File: src/rtl/ctrl_step_sequencer.sv
// Step sequencer for the multicycle RISC controller: owns the step counter, decodes the
// instruction class at the decode step, and produces Buff_PC / Flag / Halted / Illegal.
module ctrl_step_sequencer #(
  parameter int CNT_W     = 3,
  parameter int STEPS_LI  = 3,
  parameter int STEPS_ALU = 4,
  parameter int STEPS_LD  = 5,
  parameter int STEPS_ST  = 4,
  parameter int STEPS_BR  = 3,
  parameter int STEPS_JMP = 4,
  parameter int FLAG_STEP = 2
) (
  input  logic             clk,
  input  logic             Rst,
  input  logic             Stall,
  input  logic             Resume,
  input  logic [4:0]       InsM,
  input  logic [1:0]       InsL,
  output logic [CNT_W-1:0] Cnt,
  output logic             Buff_PC,
  output logic             Flag,
  output logic             Halted,
  output logic             Illegal
);

  localparam int STEPS_CAP = 1 << CNT_W;

  if (STEPS_LI < 2 || STEPS_LI > STEPS_CAP || STEPS_ALU < 2 || STEPS_ALU > STEPS_CAP ||
      STEPS_LD < 2 || STEPS_LD > STEPS_CAP || STEPS_ST < 2 || STEPS_ST > STEPS_CAP ||
      STEPS_BR < 2 || STEPS_BR > STEPS_CAP || STEPS_JMP < 2 || STEPS_JMP > STEPS_CAP) begin : g_bad_steps
    $error("ctrl_step_sequencer: every STEPS_* must lie in 2..2**CNT_W");
  end
  if (FLAG_STEP < 2 || FLAG_STEP > STEPS_ALU - 1) begin : g_bad_flag
    $error("ctrl_step_sequencer: FLAG_STEP must lie in 2..STEPS_ALU-1");
  end

  localparam logic [CNT_W-1:0] DEC_STEP  = CNT_W'(1);
  localparam logic [CNT_W-1:0] FLAG_CNT  = CNT_W'(FLAG_STEP);

  typedef enum logic {S_RUN, S_HALT} state_t;
  typedef enum logic [3:0] {C_NONE, C_LI, C_ALU, C_LD, C_ST, C_BR, C_JMP, C_HLT, C_ILL} cls_t;

  state_t           state, state_nxt;
  cls_t             cls, cls_nxt, cls_eff;
  logic [CNT_W-1:0] cnt_nxt, last;

  function automatic cls_t decode(input logic [4:0] m, input logic [1:0] l);
    cls_t c;
    c = C_ILL;
    case (m)
      5'b00001, 5'b00010, 5'b01011:         c = C_LI;
      5'b11100: c = (l == 2'b00) ? C_LI : (l == 2'b01) ? C_HLT : C_ILL;
      5'b00000, 5'b00111, 5'b01000:         c = C_ALU;
      5'b00110: c = (l == 2'b01) ? C_ALU : (l == 2'b00) ? C_ST : C_ILL;
      5'b00011, 5'b00100:                   c = C_LD;
      5'b00101:                             c = C_ST;
      5'b11000, 5'b11001:                   c = C_BR;
      5'b10000, 5'b10001, 5'b10010, 5'b10011: c = C_JMP;
      default:                              c = C_ILL;
    endcase
    return c;
  endfunction

  function automatic logic [CNT_W-1:0] last_step(input cls_t c);
    logic [CNT_W-1:0] n;
    case (c)
      C_LI:    n = CNT_W'(STEPS_LI - 1);
      C_ALU:   n = CNT_W'(STEPS_ALU - 1);
      C_LD:    n = CNT_W'(STEPS_LD - 1);
      C_ST:    n = CNT_W'(STEPS_ST - 1);
      C_BR:    n = CNT_W'(STEPS_BR - 1);
      C_JMP:   n = CNT_W'(STEPS_JMP - 1);
      default: n = DEC_STEP;
    endcase
    return n;
  endfunction

  always_ff @(posedge clk) begin
    if (Rst) begin
      state <= S_RUN;
      Cnt   <= '0;
      cls   <= C_NONE;
    end else begin
      state <= state_nxt;
      Cnt   <= cnt_nxt;
      cls   <= cls_nxt;
    end
  end

  // The decode step uses the live opcode so the class length takes effect immediately.
  always_comb begin
    cls_eff   = (Cnt == DEC_STEP) ? decode(InsM, InsL) : cls;
    last      = last_step(cls_eff);
    state_nxt = state;
    cnt_nxt   = Cnt;
    cls_nxt   = cls;
    Buff_PC   = 1'b0;
    Flag      = 1'b0;
    Illegal   = 1'b0;
    if (!Rst) begin
      if (state == S_HALT) begin
        cnt_nxt = '0;
        if (Resume) begin
          Buff_PC   = 1'b1;
          state_nxt = S_RUN;
        end
      end else if (!Stall) begin
        if (Cnt == DEC_STEP) cls_nxt = cls_eff;
        Illegal = (Cnt == DEC_STEP) && (cls_eff == C_ILL);
        Flag    = (cls_eff == C_ALU) && (Cnt == FLAG_CNT);
        if ((Cnt == DEC_STEP) && (cls_eff == C_HLT)) begin
          state_nxt = S_HALT;
          cnt_nxt   = '0;
        end else if (Cnt >= last) begin
          Buff_PC = 1'b1;
          cnt_nxt = '0;
        end else begin
          cnt_nxt = Cnt + DEC_STEP;
        end
      end
    end
  end

  assign Halted = (state == S_HALT);

endmodule

File: config.mk
export PLATFORM = sky130hd
export DESIGN_NAME = ctrl_step_sequencer
export DESIGN_NICKNAME = d
export VERILOG_FILES = /design/src/rtl/ctrl_step_sequencer.sv
export SDC_FILE = /design/constraint.sdc
export NUM_CORES = 1
export LEC_CHECK = 0
export ABC_AREA = 1
export CAP_MARGIN = 20
export CORE_UTILIZATION = 44
export DETAILED_ROUTE_END_ITERATION = 16
export PLACE_DENSITY = 0.8
export SYNTH_ARGS = -nofsm -noshare
export SYNTH_HDL_FRONTEND = slang
export SYNTH_SLANG_ARGS = --single-unit
export TNS_END_PERCENT = 50
File: constraint.sdc
create_clock -name clk -period 2.9 [get_ports clk]
set_input_delay 0.435 -clock clk [delete_from_list [all_inputs] [get_ports clk]]
set_output_delay 0.435 -clock clk [all_outputs]
set_load 0.1 [all_outputs]
==> flow_summary_export.csv, run 1 <==
group,metric,value,unit
outcome,outcome,"complete, but fails checks",
outcome,violations,"setup timing",
worst_setup_path,path_max_fanout,3,
worst_setup_path,r2r_start,"Cnt[1]",
timing,fin_crit_sh,115,%
finish,final_cell_mix,"buf_4 (39), nand2_1 (34), inv_1 (15), nor2_1 (15), nand2_2 (13)",
global_route,grt_first_pass_wirelength,4.46,mm
worst_setup_path,worstReg2RegEnd,"Cnt[0]",
logic_synthesis,synth_seq_cells,8,
placed_design,dp_hpwl,2.01,mm
timing,setup_violations,1,
logic_synthesis,ys_warn_count,0,
global_route,gr-total-overflow,0,
worst_setup_path,path_class,"primary input to primary output",
finish,multi_input_area,820,µm²
logic_synthesis,synth_cells,158,
detailed_routing,routed-via-count,1315,
global_route,grt_pass1_vias,1112,
timing,fin_ws,-0.432,ns
timing,slew_viol_final,0,
logic_synthesis,syn_area,891,µm²
min_path,holdPathEnd,"cls[1]",
worst_setup_path,start_kind,"primary input",
die,core,1800,µm²
die,die_area,2210,µm²
cts,cts.hold.buffers_added,0,
placed_design,portBuffers,17,
cts,cts-htree-levels,1,
placed_design,postPlaceCellArea,1340,µm²
die,dieWidth,47.0,µm
min_path,hp-class,"register to register",
logic_synthesis,post_synth.cell_area_avg,5.64,µm²
logic_synthesis,syn_nets,175,
finish,drive_gt1_share,50.9,%
global_route,grt_max_degree,7,
logic_synthesis,synth_top_area_share,20.2,%
cts,cts_buffer_depth,2,
pwr,power,0.00124,W
logic_synthesis,synth.area.top_cells,"nand2_1 (20%), dfxtp_1 (18%), inv_1 (8.8%), nor2_1 (8.8%), ha_1 (8.4%)",
global_route,grt_usage,28.9,%
logic_synthesis,synth_cell_type_count,27,
placed_design,gp_congestion,0.868,
timing,rsz0062_at_grt,"yes",
timing,tightestPinTransition,0.285,ns
placed_design,dpl.cell_count,221,
finish,regArea,169,µm²
detailed_routing,drt_drc_violations_left,0,
die,chipHeight,47.0,µm
detailed_routing,ant_nets,0,
cts,cts_tree,"yes",
global_route,grt_antenna_before_repair,0,
detailed_routing,wl_per_cell,15.2,µm
finish,finish.instance_area,1620,µm²
finish,final_cells,239,
logic_synthesis,yosysTopAreaCell,"nand2_1",
timing,clock_skew,0.0239,ns
run,drv_cap,0,
pwr,p_per_area,767,nW/µm²
timing,relSlewSlack,81.2,%
min_path,min_from,"cls[1]",
detailed_routing,firstDrtPassIters,5,
pwr,ir_drop,0.000912,V
finish,final_nets,232,
cts,root_buffer,"clkbuf_4",
cts,cts_inserted_buffers,3,
finish,areaGrowthSynthToFinish,81.5,%
timing,fmax,300,MHz
pwr,power_leakage,0.824,nW
detailed_routing,detailedRoute.firstIterationViolations,54,
worst_setup_path,required,2.47,ns
finish,post-route-util,89.7,%
finish,diodes,0,
die,io_pins,18,
timing,whs,0.509,ns
timing,min_period,3.33,ns
cts,clock-sinks,8,
finish,final_common_cell,"buf_4",
finish,fillCellCount,83,
logic_synthesis,yosysSeqAreaShare,18.0,%
worst_setup_path,reg2reg_depth,19,
cts,insertion_delay,0.28,ns
cts,clkTransAtPathRegs,0.05,ns
detailed_routing,avgViaCountPerCell,5.50,
timing,hold_viol,0,
min_path,hold_path_depth,2,
worst_setup_path,r2r_setup_slack,0.29,ns
die,start_util,49.4,%
detailed_routing,routed_wl,3.62,mm
die,rows,15,
worst_setup_path,crit_arrival,2.90,ns
worst_setup_path,critPathCaptureType,"primary output",
[worst max path at each step]
stage	startpoint	endpoint	slack (ns)	depth (start not counted)
floorplan	Cnt[0]	Buff_PC	-0.40	16
detailed placement	InsM[0]	Buff_PC	-0.80	21
global route	InsM[1]	Buff_PC	-0.53	22
global placement	InsM[0]	Buff_PC	-0.71	21
finish	InsL[0]	Buff_PC	-0.43	16
CTS	Cnt[1]	Buff_PC	-0.34	18
[critical path: stages]
cell and delay [ns]:
dlygate4sd2_1 0.25, or2_2 0.29, o21ai_2 0.20, o21ai_4 0.10, o21ai_4 0.09, o21ai_2 0.08
nor2_1 0.12, nor2_1 0.06, ha_1 0.29, nand2_1 0.06, o211a_1 0.21, or2_4 0.23
inv_2 0.05, nand2_2 0.06, a21oi_4 0.16, buf_12 0.19
[cell families after synthesis]
family	share of synthesized area, %
AOI/OAI and AO/OA	12.5
and+or+nand+nor	47.5
xor gates and xnor gates	0.983
adders and majority gates	8.43
DFF	18.0
buffers and inverters	12.6
[final cells by class]
| class | count | area share (%) |
|---|---|---|
| clock buffer | 4 | 1.63 |
| inverter | 30 | 7.89 |
| multi-input combinational | 120 | 50.7 |
| sequential | 8 | 10.4 |
| tap | 25 | 1.93 |
| timing repair buffer | 52 | 27.4 |
[metal layers]
metal | share of wire (%) | wire [µm] | up-vias | track usage (%)
met2 | 50 | 1820 | 80 | 53.1
met1 | 38 | 1380 | 603 | 30.9
li1 | - | - | 612 | -
met3 | 7.4 | 267 | 20 | 5.38
met4 | 4.1 | 148 | 0 | 16.0
met5 | 0 | 0 | - | 0
[registers in the layout (all words and copies together), names as in the netlist]
name and flops:
Halted 1, cls 4, Cnt 3
[cell usage after synthesis]
cell / count
nand2_1: 48
inv_1: 21
nor2_1: 21
nand3_1: 10
a21oi_1: 8
dfxtp_1: 8
ha_1: 6
inv_2: 6
clkinv_1: 3
nand4_1: 3
o21ai_1: 3
or2_2: 3
nand2_2: 2
nor2_2: 2
o211ai_1: 2
and3_1: 1
nand3_2: 1
nand4_2: 1
nor2_4: 1
nor3_1: 1
nor4_1: 1
o211a_1: 1
o21ai_0: 1
o21ai_2: 1
o21bai_2: 1
o22ai_1: 1
xnor2_1: 1
[power breakdown]
part	switching [W]	leakage, nW	internal, W
Combinational	0.000551	0.742	0.000429
Clock	0.0000505	0.0150	0.0000531
Sequential	0.0000176	0.0669	0.000139
Total	0.000619	0.824	0.000620
[what timing repair did]
item                       4_1_cts  5_1_grt
setup buffers                    8        6
setup endpoints to repair        1        1
resized for setup               42       35
pin swaps                       22       26
[per-stage QoR]
step / setup TNS, ns / setup slack [ns]
floorplan: -0.403 / -0.403
global placement: -0.727 / -0.713
detailed placement: -1.16 / -0.803
CTS: -0.341 / -0.341
global route: -0.531 / -0.531
finish: -0.432 / -0.432
Power figures use the tool's default switching activity.
==> inputs of run 2 (changes only) <==
- GPL_ROUTABILITY_DRIVEN: unset -> 0
==> results of run 2 <==
The final DEF is identical to that of run 1; final timing and power are the same.
